[src/rtl/sw_led_pkg.sv]
// Shared constants for the switch-to-LED controller: mode encodings and
// parameter legality limits checked at elaboration by sw_debounce / sw_led_ctrl.
package sw_led_pkg;

  localparam logic MODE_FOLLOW = 1'b0;
  localparam logic MODE_TOGGLE = 1'b1;

  localparam int N_MIN           = 1;
  localparam int N_MAX           = 32;
  localparam int SYNC_STAGES_MIN = 2;
  localparam int DB_CYCLES_MIN   = 1;

  function automatic bit n_ok(input int n);
    return (n >= N_MIN) && (n <= N_MAX);
  endfunction

endpackage

[src/rtl/sw_led_ctrl_if.sv]
// Board-side bundle of the switch/LED controller. The lab board (master) drives
// the raw switches and mode; the controller (slave) returns LED drive and the
// debounced level/edge vectors. There is no handshake: every signal is a level
// sampled on each rising clk edge.
interface sw_led_ctrl_if #(
  parameter int N = 8
) ();
  logic [N-1:0] sw;
  logic         mode;
  logic [N-1:0] ld;
  logic [N-1:0] sw_stable;
  logic [N-1:0] sw_rise;

  modport master (
    output sw, mode,
    input  ld, sw_stable, sw_rise
  );

  modport slave (
    input  sw, mode,
    output ld, sw_stable, sw_rise
  );
endinterface

[src/rtl/sw_debounce.sv]
// Single-channel switch conditioner: SYNC_STAGES-deep synchroniser, a
// DB_CYCLES-long debounce counter, registered stable level and rising-edge pulse.
module sw_debounce
  import sw_led_pkg::*;
#(
  parameter int SYNC_STAGES = 2,
  parameter int DB_CYCLES   = 4
) (
  input  logic clk,
  input  logic rst_n,
  input  logic sw_i,
  output logic stable_o,
  output logic rise_o
);

  localparam int             CW      = $clog2(DB_CYCLES + 1);
  localparam logic [CW-1:0]  CNT_MAX = CW'(DB_CYCLES - 1);

  if (SYNC_STAGES < SYNC_STAGES_MIN) begin : g_bad_sync
    $error("sw_debounce: SYNC_STAGES must be at least 2");
  end
  if (DB_CYCLES < DB_CYCLES_MIN) begin : g_bad_db
    $error("sw_debounce: DB_CYCLES must be at least 1");
  end

  logic [SYNC_STAGES-1:0] sync_q, sync_d;
  logic [CW-1:0]          cnt_q, cnt_d;
  logic                   stable_q, stable_d;
  logic                   rise_q, rise_d;
  logic                   s;

  assign s = sync_q[SYNC_STAGES-1];

  // Any cycle where s agrees with the stable level wipes the count, so a
  // glitch keeps no partial credit; acceptance happens on the DB_CYCLES-th
  // consecutive disagreeing cycle and the counter never exceeds CNT_MAX.
  always_comb begin
    sync_d   = {sync_q[SYNC_STAGES-2:0], sw_i};
    cnt_d    = '0;
    stable_d = stable_q;
    rise_d   = 1'b0;
    if (s != stable_q) begin
      if (cnt_q == CNT_MAX) begin
        stable_d = s;
        rise_d   = s;
      end else begin
        cnt_d = cnt_q + 1'b1;
      end
    end
  end

  always_ff @(posedge clk or negedge rst_n) begin
    if (!rst_n) begin
      sync_q   <= '0;
      cnt_q    <= '0;
      stable_q <= 1'b0;
      rise_q   <= 1'b0;
    end else begin
      sync_q   <= sync_d;
      cnt_q    <= cnt_d;
      stable_q <= stable_d;
      rise_q   <= rise_d;
    end
  end

  assign stable_o = stable_q;
  assign rise_o   = rise_q;

endmodule

[src/rtl/sw_led_ctrl.sv]
// N-channel switch-to-LED controller: per-channel debounce plus LED follow or
// toggle logic. Toggle mode exists only when SW_LED_TOGGLE_EN is defined.
module sw_led_ctrl
  import sw_led_pkg::*;
#(
  parameter int N           = 8,
  parameter int SYNC_STAGES = 2,
  parameter int DB_CYCLES   = 4
) (
  input  logic           clk,
  input  logic           rst_n,
  sw_led_ctrl_if.slave   bus
);

  if (!n_ok(N)) begin : g_bad_n
    $error("sw_led_ctrl: N must be in 1..32");
  end

  logic [N-1:0] stable;
  logic [N-1:0] rise;
  logic [N-1:0] ld_q, ld_d;

  for (genvar i = 0; i < N; i++) begin : g_ch
    sw_debounce #(
      .SYNC_STAGES (SYNC_STAGES),
      .DB_CYCLES   (DB_CYCLES)
    ) u_db (
      .clk      (clk),
      .rst_n    (rst_n),
      .sw_i     (bus.sw[i]),
      .stable_o (stable[i]),
      .rise_o   (rise[i])
    );
  end

`ifdef SW_LED_TOGGLE_EN
  // mode is sampled in the same cycle as the rise pulse, so it alone picks the rule.
  always_comb begin
    ld_d = stable;
    if (bus.mode == MODE_TOGGLE) begin
      ld_d = ld_q ^ rise;
    end
  end
`else
  logic unused_mode;
  assign unused_mode = bus.mode;

  always_comb begin
    ld_d = stable;
  end
`endif

  always_ff @(posedge clk or negedge rst_n) begin
    if (!rst_n) begin
      ld_q <= '0;
    end else begin
      ld_q <= ld_d;
    end
  end

  assign bus.ld        = ld_q;
  assign bus.sw_stable = stable;
  assign bus.sw_rise   = rise;

endmodule

[src/flat_wrapper.sv]
// flat-port wrapper written by rule: the top's interface ports become plain ports
module sw_led_ctrl_flat import sw_led_pkg::*;
#(
  parameter int N           = 8,
  parameter int SYNC_STAGES = 2,
  parameter int DB_CYCLES   = 4
)
  (clk, rst_n, bus_sw, bus_mode, bus_ld, bus_sw_stable, bus_sw_rise);
  sw_led_ctrl_if #(.N(N)) bus_i ();
  input  logic clk;
  input  logic rst_n;
  input wire logic [$bits(bus_i.sw)-1:0] bus_sw;
  input wire logic [$bits(bus_i.mode)-1:0] bus_mode;
  output wire logic [$bits(bus_i.ld)-1:0] bus_ld;
  output wire logic [$bits(bus_i.sw_stable)-1:0] bus_sw_stable;
  output wire logic [$bits(bus_i.sw_rise)-1:0] bus_sw_rise;
  assign bus_i.sw = bus_sw;
  assign bus_i.mode = bus_mode;
  assign bus_ld = bus_i.ld;
  assign bus_sw_stable = bus_i.sw_stable;
  assign bus_sw_rise = bus_i.sw_rise;
  sw_led_ctrl #(.N(N), .SYNC_STAGES(SYNC_STAGES), .DB_CYCLES(DB_CYCLES)) u_core (.clk(clk), .rst_n(rst_n), .bus(bus_i));
endmodule
[config.mk]
export PLATFORM = sky130hd
export DESIGN_NAME = sw_led_ctrl_flat
export DESIGN_NICKNAME = d
export VERILOG_FILES = /design/src/rtl/sw_led_pkg.sv /design/src/rtl/sw_led_ctrl_if.sv /design/src/rtl/sw_debounce.sv /design/src/rtl/sw_led_ctrl.sv /design/src/flat_wrapper.sv
export SDC_FILE = /design/constraint.sdc
export NUM_CORES = 1
export LEC_CHECK = 0
export CORE_AREA = 2 2 92 94
export DETAILED_ROUTE_END_ITERATION = 10
export DIE_AREA = 0 0 94 96
export GPL_ROUTABILITY_DRIVEN = 0
export PLACE_DENSITY = 0.48
export SYNTH_ARGS = -nofsm -noshare
export SYNTH_HDL_FRONTEND = slang
export SYNTH_SLANG_ARGS = --single-unit
[constraint.sdc]
create_clock -name clk -period 1.5 [get_ports clk]
set_input_delay 0.375 -clock clk [delete_from_list [all_inputs] [get_ports clk]]
set_output_delay 0.375 -clock clk [all_outputs]
set_load 0.1 [all_outputs]
==> results of run 1 <==
final cells by class:
cell class / count / share of cell area
flip-flops and latches: 64 / 0.5057
clock inverters: 4 / 0.02213
multi-input cells: 65 / 0.1948
well taps: 105 / 0.04149
clock buffers: 11 / 0.04149
repair buffers: 36 / 0.1944
worst max path at each step:
stage | start | endpoint | slack [ns] | cells after the start
final | u_core.g_ch[3].u_db.stable_o | bus_sw_stable[3] | 0.09 | 1
after global routing | u_core.g_ch[3].u_db.stable_o | bus_sw_stable[3] | 0.04 | 1
after global placement | u_core.g_ch[3].u_db.cnt_q[0] | u_core.g_ch[3].u_db.stable_o | 0.36 | 3
after floorplan | u_core.bus.ld[0] | bus_ld[0] | 0.24 | 0
after detailed placement | u_core.g_ch[4].u_db.cnt_q[0] | u_core.g_ch[4].u_db.stable_o | 0.28 | 3
after CTS | u_core.g_ch[3].u_db.stable_o | bus_sw_stable[3] | 0.07 | 1
registers in the layout, indices dropped and copies added (netlist names):
register                   cells
u_core.bus.ld                  8
u_core.g_ch.u_db.cnt_q        24
u_core.g_ch.u_db.sync_q       16
u_core.g_ch.u_db.rise_o        8
u_core.g_ch.u_db.stable_o      8
layout by cell type, fill, tap and decap left out:
cell	n
clkinv_2	2
nor2b_1	3
dfrtp_1	64
nand2b_1	1
buf_2	1
clkdlybuf4s50_1	8
nor3b_1	13
buf_12	26
xnor2_1	7
mux2_2	7
mux2_4	1
bufinv_16	2
clkbuf_8	9
clkbuf_1	2
dlygate4sd3_1	1
xnor2_2	1
and3b_1	7
nor3_1	8
nor3b_2	2
ha_1	8
nor2b_4	7
synthesized netlist by cell type:
cell type	instances	area [sq um]
and3b_1	7	61.31
buf_4	16	120.1
dfrtp_1	64	1602
ha_1	8	100.1
mux2_2	7	78.83
mux2_4	1	15.01
nand2b_1	1	6.260
nor2b_1	3	18.77
nor2b_4	7	96.34
nor3_1	8	40.04
nor3b_1	13	97.59
nor3b_2	2	25.02
xnor2_1	7	61.31
xnor2_2	1	16.27
per-stage QoR:
stage / util / std cells
6_report: 0.3933 / 285
3_3_place_gp: 0.3671 / 269
4_1_cts: 0.3933 / 285
3_5_place_dp: 0.3671 / 269
2_1_floorplan: - / 145
5_1_grt: 0.3933 / 285
per-layer routing:
layer / global-route usage / share of wire / up-vias
met5: 0 / 0 / -
met4: 0.06159 / 0.030 / 0
met3: 0.04150 / 0.052 / 9
met2: 0.1351 / 0.52 / 27
met1: 0.1023 / 0.40 / 608
li1: - / - / 542
logic make-up after synthesis:
kind of cell,after synthesis,synth area share
xor+xnor,8,0.03318
fa+ha+maj,8,0.04281
mux,8,0.04013
flops,64,0.6849
buf+inv,16,0.05137
simple gates,41,0.1477
==> summary.md, run 1 <==
| Metric | Value |
|---|---|
| Max-slew violations | `0` |
| Hold endpoint | `u_core.g_ch[3].u_db.sync_q[1]` |
| Largest net degree at the start of global routing | `25` |
| Clk sinks | `64` |
| Crit path cell chain | `buf_12` |
| Area Overhead vs Synth | `35.42%` |
| FMAX | `~710 MHz` |
| Synth Instances | `between 100 and 150` |
| Number of port buffers | `33` |
| CTS tree | `built` |
| Clk_skew | `0.005003 ns` |
| Worst hold margin | `between 0.3 and 0.4 ns` |
| Min-delay src | `u_core.g_ch[3].u_db.sync_q[0]` |
| Unrepaired setup endpoints after global routing | `no` |
| H-tree Lvls | `3` |
| Syn nets | `164` |
| Max-Slew Margin vs Limit | `0.6985` |
| Total Wirelength | `between 3000 and 4000 um` |
| Ports | `35` |
| Initial DRC Count | `34` |
| Register area share after synthesis | `0.6849` |
| Starting Density | `0.2904` |
| DR WL/cell | `approximately 12 um` |
| Max-cap violations | `0` |
| Setup tns final | `0 ns` |
| Place WS | `about 0.28 ns` |
| Reg2Reg Depth | `3` |
| Grt total ovfl | `0` |
| Drt pass-1 iters | `3` |
| CP bufs+invs | `1` |
| Total GRT Usage | `0.08994` |
| Crit path kind | `reg -> out` |
| Clk_lat worst skew | `roughly 0.33 ns` |
| Initial antenna violation count | `0` |
| First-pass GRT wire length | `5954 um` |
| Final min period | `about 1.4 ns` |
| # fillers | `768` |
| Clk buf depth | `2` |
| Number of synthesized register bits | `64` |
| Top cell family by delay on the critical path | `flip-flops` |
| Dpl hpwl | `2418 um` |
| Via/cell ratio | `~4.2` |
| Fin area | `approximately 3200 sq um` |
| Worst Setup End Kind | `primary output` |
| CTS clock-pin slew for the worst setup and hold paths | `0.06 ns` |
| Post CTS Setup Buffer Count | `0` |
| Final setup viols | `0` |
| WP data required | `about 1.1 ns` |
| Inserted Diodes | `0` |
| Post-CTS sizing | `0` |
| Status | `finished clean` |
| Share of layout cells above drive strength 1 | `0.3222` |
| Slowest cell on the critical path | `dfrtp_1` |
| Final Net Count | `roughly 200` |
| CTS Hold Bufs | `1` |
| DRT antenna net count | `0` |
| Hold-critical path depth | `0` |
| Slowest Stage Delay on Critical Path | `0.48 ns` |
| FP Rows | `33` |
| Reg area | `roughly 1600 sq um` |
| TritonCTS Buffers | `9` |
| Setup crit start kind | `flop` |
| Yosys cell types | `14` |
| Reg-to-Reg Start | `u_core.g_ch[4].u_db.cnt_q[0]` |
| Post-synth design cell area | `2338 sq um` |
| Reg2reg end | `u_core.g_ch[4].u_db.stable_o` |
| CP Max Fanout | `5` |
| Horiz. Die Dim | `around 94 um` |
| Final WS setup | `a little over 0.09 ns` |
| Reg-to-reg slack, setup | `~0.30 ns` |
| Critical path arrival | `between 1 and 1.5 ns` |
| Syn. warnings | `0` |
| Worst-Margin Slew | `about 0.45 ns` |
| Die Footprint | `9024 sq um` |
| CTS root buf | `clkbuf_8` |
| Placed cell area | `a little under 3000 sq um` |
| Number of global-route vias before repair | `about 1300` |
| Final period util | `0.9387` |
| Multi-input gate area | `616.8 sq um` |
| Core area | `around 8000 sq um` |
| Average size of a mapped cell | `between 15 and 20 sq um` |
| Count of final hold-check violations | `0` |
| Worst hold path class | `reg -> reg` |
| Routed via count | `roughly 1200` |
| Chip Height | `around 96 um` |
| DRC Markers | `0` |
Power of run 1 is left out: the tool's default activity adds up to more than one toggle a clock period on the data nets, which glitch-free logic cannot reach.
==> inputs of run 2 (changes only) <==
--- a/config.mk
+++ b/config.mk
@@ -8,8 +8,9 @@
 export CORE_AREA = 2 2 92 94
 export DETAILED_ROUTE_END_ITERATION = 10
 export DIE_AREA = 0 0 94 96
+export DONT_BUFFER_PORTS = 1
 export GPL_ROUTABILITY_DRIVEN = 0
-export PLACE_DENSITY = 0.48
+export PLACE_DENSITY = 0.43
 export SYNTH_ARGS = -nofsm -noshare
 export SYNTH_HDL_FRONTEND = slang
 export SYNTH_SLANG_ARGS = --single-unit
==> summary.md, run 2 (synthesis gave the netlist of run 1 again) <==
| Metric | Value |
|---|---|
| Status | `finished, violations left` |
| Failing checks | `hold timing` |
| Final min period | `1.419 ns (+0.01088 ns)` |
| Drt pass-1 iters | `4 (+1)` |
| Reg2Reg Depth | `3 (unchanged)` |
| Via/cell ratio | `4.062 (-2.4%)` |
| DR WL/cell | `12.12 um (+3.4%)` |
| Regs by FF count | `u_core.g_ch.u_db.cnt_q: 24 flops, u_core.g_ch.u_db.sync_q: 16 flops` |
| Routed via count | `1113 (-6.2%)` |
| Dpl hpwl | `2261 um (-6.5%)` |
| Reg2reg end | `u_core.g_ch[5].u_db.cnt_q[1]` |
| Worst-Margin Slew | `0.5258 ns (+0.07357 ns)` |
| Post CTS Setup Buffer Count | `0 (unchanged)` |
| Final setup viols | `0 (unchanged)` |
| Most frequent cells in the layout | `63 x dfrtp_1, 18 x buf_4, 13 x nor3b_1` |
| Clk sinks | `64 (unchanged)` |
| Number of port buffers | `0 (-100%)` |
| Clk_skew | `0.004585 ns (-0.0004176 ns)` |
| Slowest cell on the critical path | `dfrtp_1` |
| DRT antenna net count | `0 (unchanged)` |
| Count of final hold-check violations | `64 (+64)` |
| H-tree Lvls | `3 (unchanged)` |
| Post-Layout Cell Count | `274 (-3.9%)` |
| Slowest Stage Delay on Critical Path | `0.39 ns (-0.09 ns)` |
| Number of global-route vias before repair | `1293 (-1.7%)` |
| Final Net Count | `183 (-6.2%)` |
| Chip Height | `96 um (unchanged)` |
| Setup crit start kind | `flop` |
| Initial antenna violation count | `0 (unchanged)` |
| Total Wirelength | `3321 um (-0.60%)` |
| Max-Slew Margin vs Limit | `0.6505 (-0.04804)` |
| Placed Cells | `258 (-4.1%)` |
| CP Max Fanout | `4 (-1)` |
| Core area | `8051 sq um (unchanged)` |
| Reg-to-Reg Start | `u_core.g_ch[5].u_db.stable_o` |
| Reg-to-reg slack, setup | `0.20 ns (-0.10 ns)` |
| Critical path arrival | `1.04 ns (about the same)` |
| Inserted Diodes | `0 (unchanged)` |
| Total GRT Usage | `0.08854 (-0.001403)` |
| Place WS | `-0.07155 ns (-0.3543 ns)` |
| CTS root buf | `clkbuf_8` |
| Final WS setup | `0.08111 ns (-0.01088 ns)` |
| Clk_lat worst skew | `0.34 ns (about the same)` |
| Largest net degree at the start of global routing | `65 (+160%)` |
| DRC Markers | `0 (unchanged)` |
| CTS tree | `built` |
| Most flops, register | `u_core.g_ch.u_db.cnt_q` |
| FMAX | `704.8 MHz (-0.77%)` |
| Largest register FFs | `24 (unchanged)` |
| Area Overhead vs Synth | `18.83%` |
| Share of layout cells above drive strength 1 | `0.3491 (+0.02689)` |
| First-pass GRT wire length | `5775 um (-3.0%)` |
| Crit path kind | `reg -> out` |
| Max-cap violations | `0 (unchanged)` |
| Horiz. Die Dim | `94 um (unchanged)` |
| Unrepaired setup endpoints after global routing | `no` |
| Worst hold margin | `-0.2697 ns (-0.6186 ns)` |
| # fillers | `782 (+1.8%)` |
| Initial DRC Count | `27 (-21%)` |
| Ports | `35 (unchanged)` |
| Grt total ovfl | `0 (unchanged)` |
| CTS clock-pin slew for the worst setup and hold paths | `0.07 ns (about the same)` |
| Starting Density | `0.2904 (unchanged)` |
| TritonCTS Buffers | `9 (unchanged)` |
| Die Footprint | `9024 sq um (unchanged)` |
| Worst Setup End Kind | `primary output` |
| Top cell family by delay on the critical path | `flip-flops` |
| CP bufs+invs | `1 (unchanged)` |
| Final period util | `0.9459 (+0.007255)` |
| Crit path cell chain | `buf_4` |
| Clk buf depth | `2 (unchanged)` |
| FP Rows | `33 (unchanged)` |
| Worst hold path class | `in -> async` |
| Commonest non-fill, non-tap cell in the layout | `dfrtp_1` |
| Max-slew violations | `0 (unchanged)` |
| WP data required | `1.12 ns (about the same)` |
-- run 2: layout make-up --
cell class              count  area, sq um  share of cell area
clock buffers              10        137.6             0.04953
clock inverters             6        43.79             0.01576
multi-input cells          65        616.8              0.2220
flip-flops and latches     64         1603              0.5768
well taps                 105        131.4             0.04728
repair buffers             24        246.5             0.08870
-- run 2: timing repair --
item                                    4_1_cts  5_1_grt
gates resized for setup                       1        1
endpoints found under the setup margin        4        1
endpoints found under the hold margin        64       64
-- run 2: routing by layer --
layer | global-route usage | share of wire | routed length (um) | vias up
li1 | - | - | - | 511
met4 | 0.07246 | 0.036 | 119 | 0
met3 | 0.03837 | 0.061 | 204 | 10
met1 | 0.08254 | 0.37 | 1243 | 567
met2 | 0.1506 | 0.53 | 1753 | 25
met5 | 0 | 0 | 0 | -
-- run 2: worst max-delay path by stage --
| stage | start | end | slack, ns | depth (start not counted) |
|---|---|---|---|---|
| after CTS | u_core.g_ch[0].u_db.stable_o | bus_sw_stable[0] | 0.03 | 1 |
| after floorplan | u_core.bus.ld[0] | bus_ld[0] | 0.24 | 0 |
| after global placement | u_core.g_ch[5].u_db.stable_o | u_core.g_ch[5].u_db.cnt_q[1] | -0.02 | 3 |
| final | u_core.g_ch[4].u_db.stable_o | bus_sw_stable[4] | 0.08 | 1 |
| after detailed placement | u_core.g_ch[5].u_db.stable_o | u_core.g_ch[5].u_db.cnt_q[1] | -0.07 | 3 |
| after global routing | u_core.g_ch[4].u_db.stable_o | bus_sw_stable[4] | 0.03 | 1 |
-- run 2: per-stage QoR --
| stage | cell area, sq um | util | TNS (ns) | hold WS, ns |
|---|---|---|---|---|
| floorplan | 2338 | - | 0 | 0.07941 |
| global placement | 2592 | 0.3220 | -0.03188 | 0.08149 |
| detailed placement | 2592 | 0.3220 | -0.1318 | 0.08198 |
| CTS | 2775 | 0.3447 | 0 | -0.2986 |
| global route | 2779 | 0.3451 | 0 | -0.3084 |
| finish | 2779 | 0.3451 | 0 | -0.2697 |
Power of run 2 is left out for the same reason.
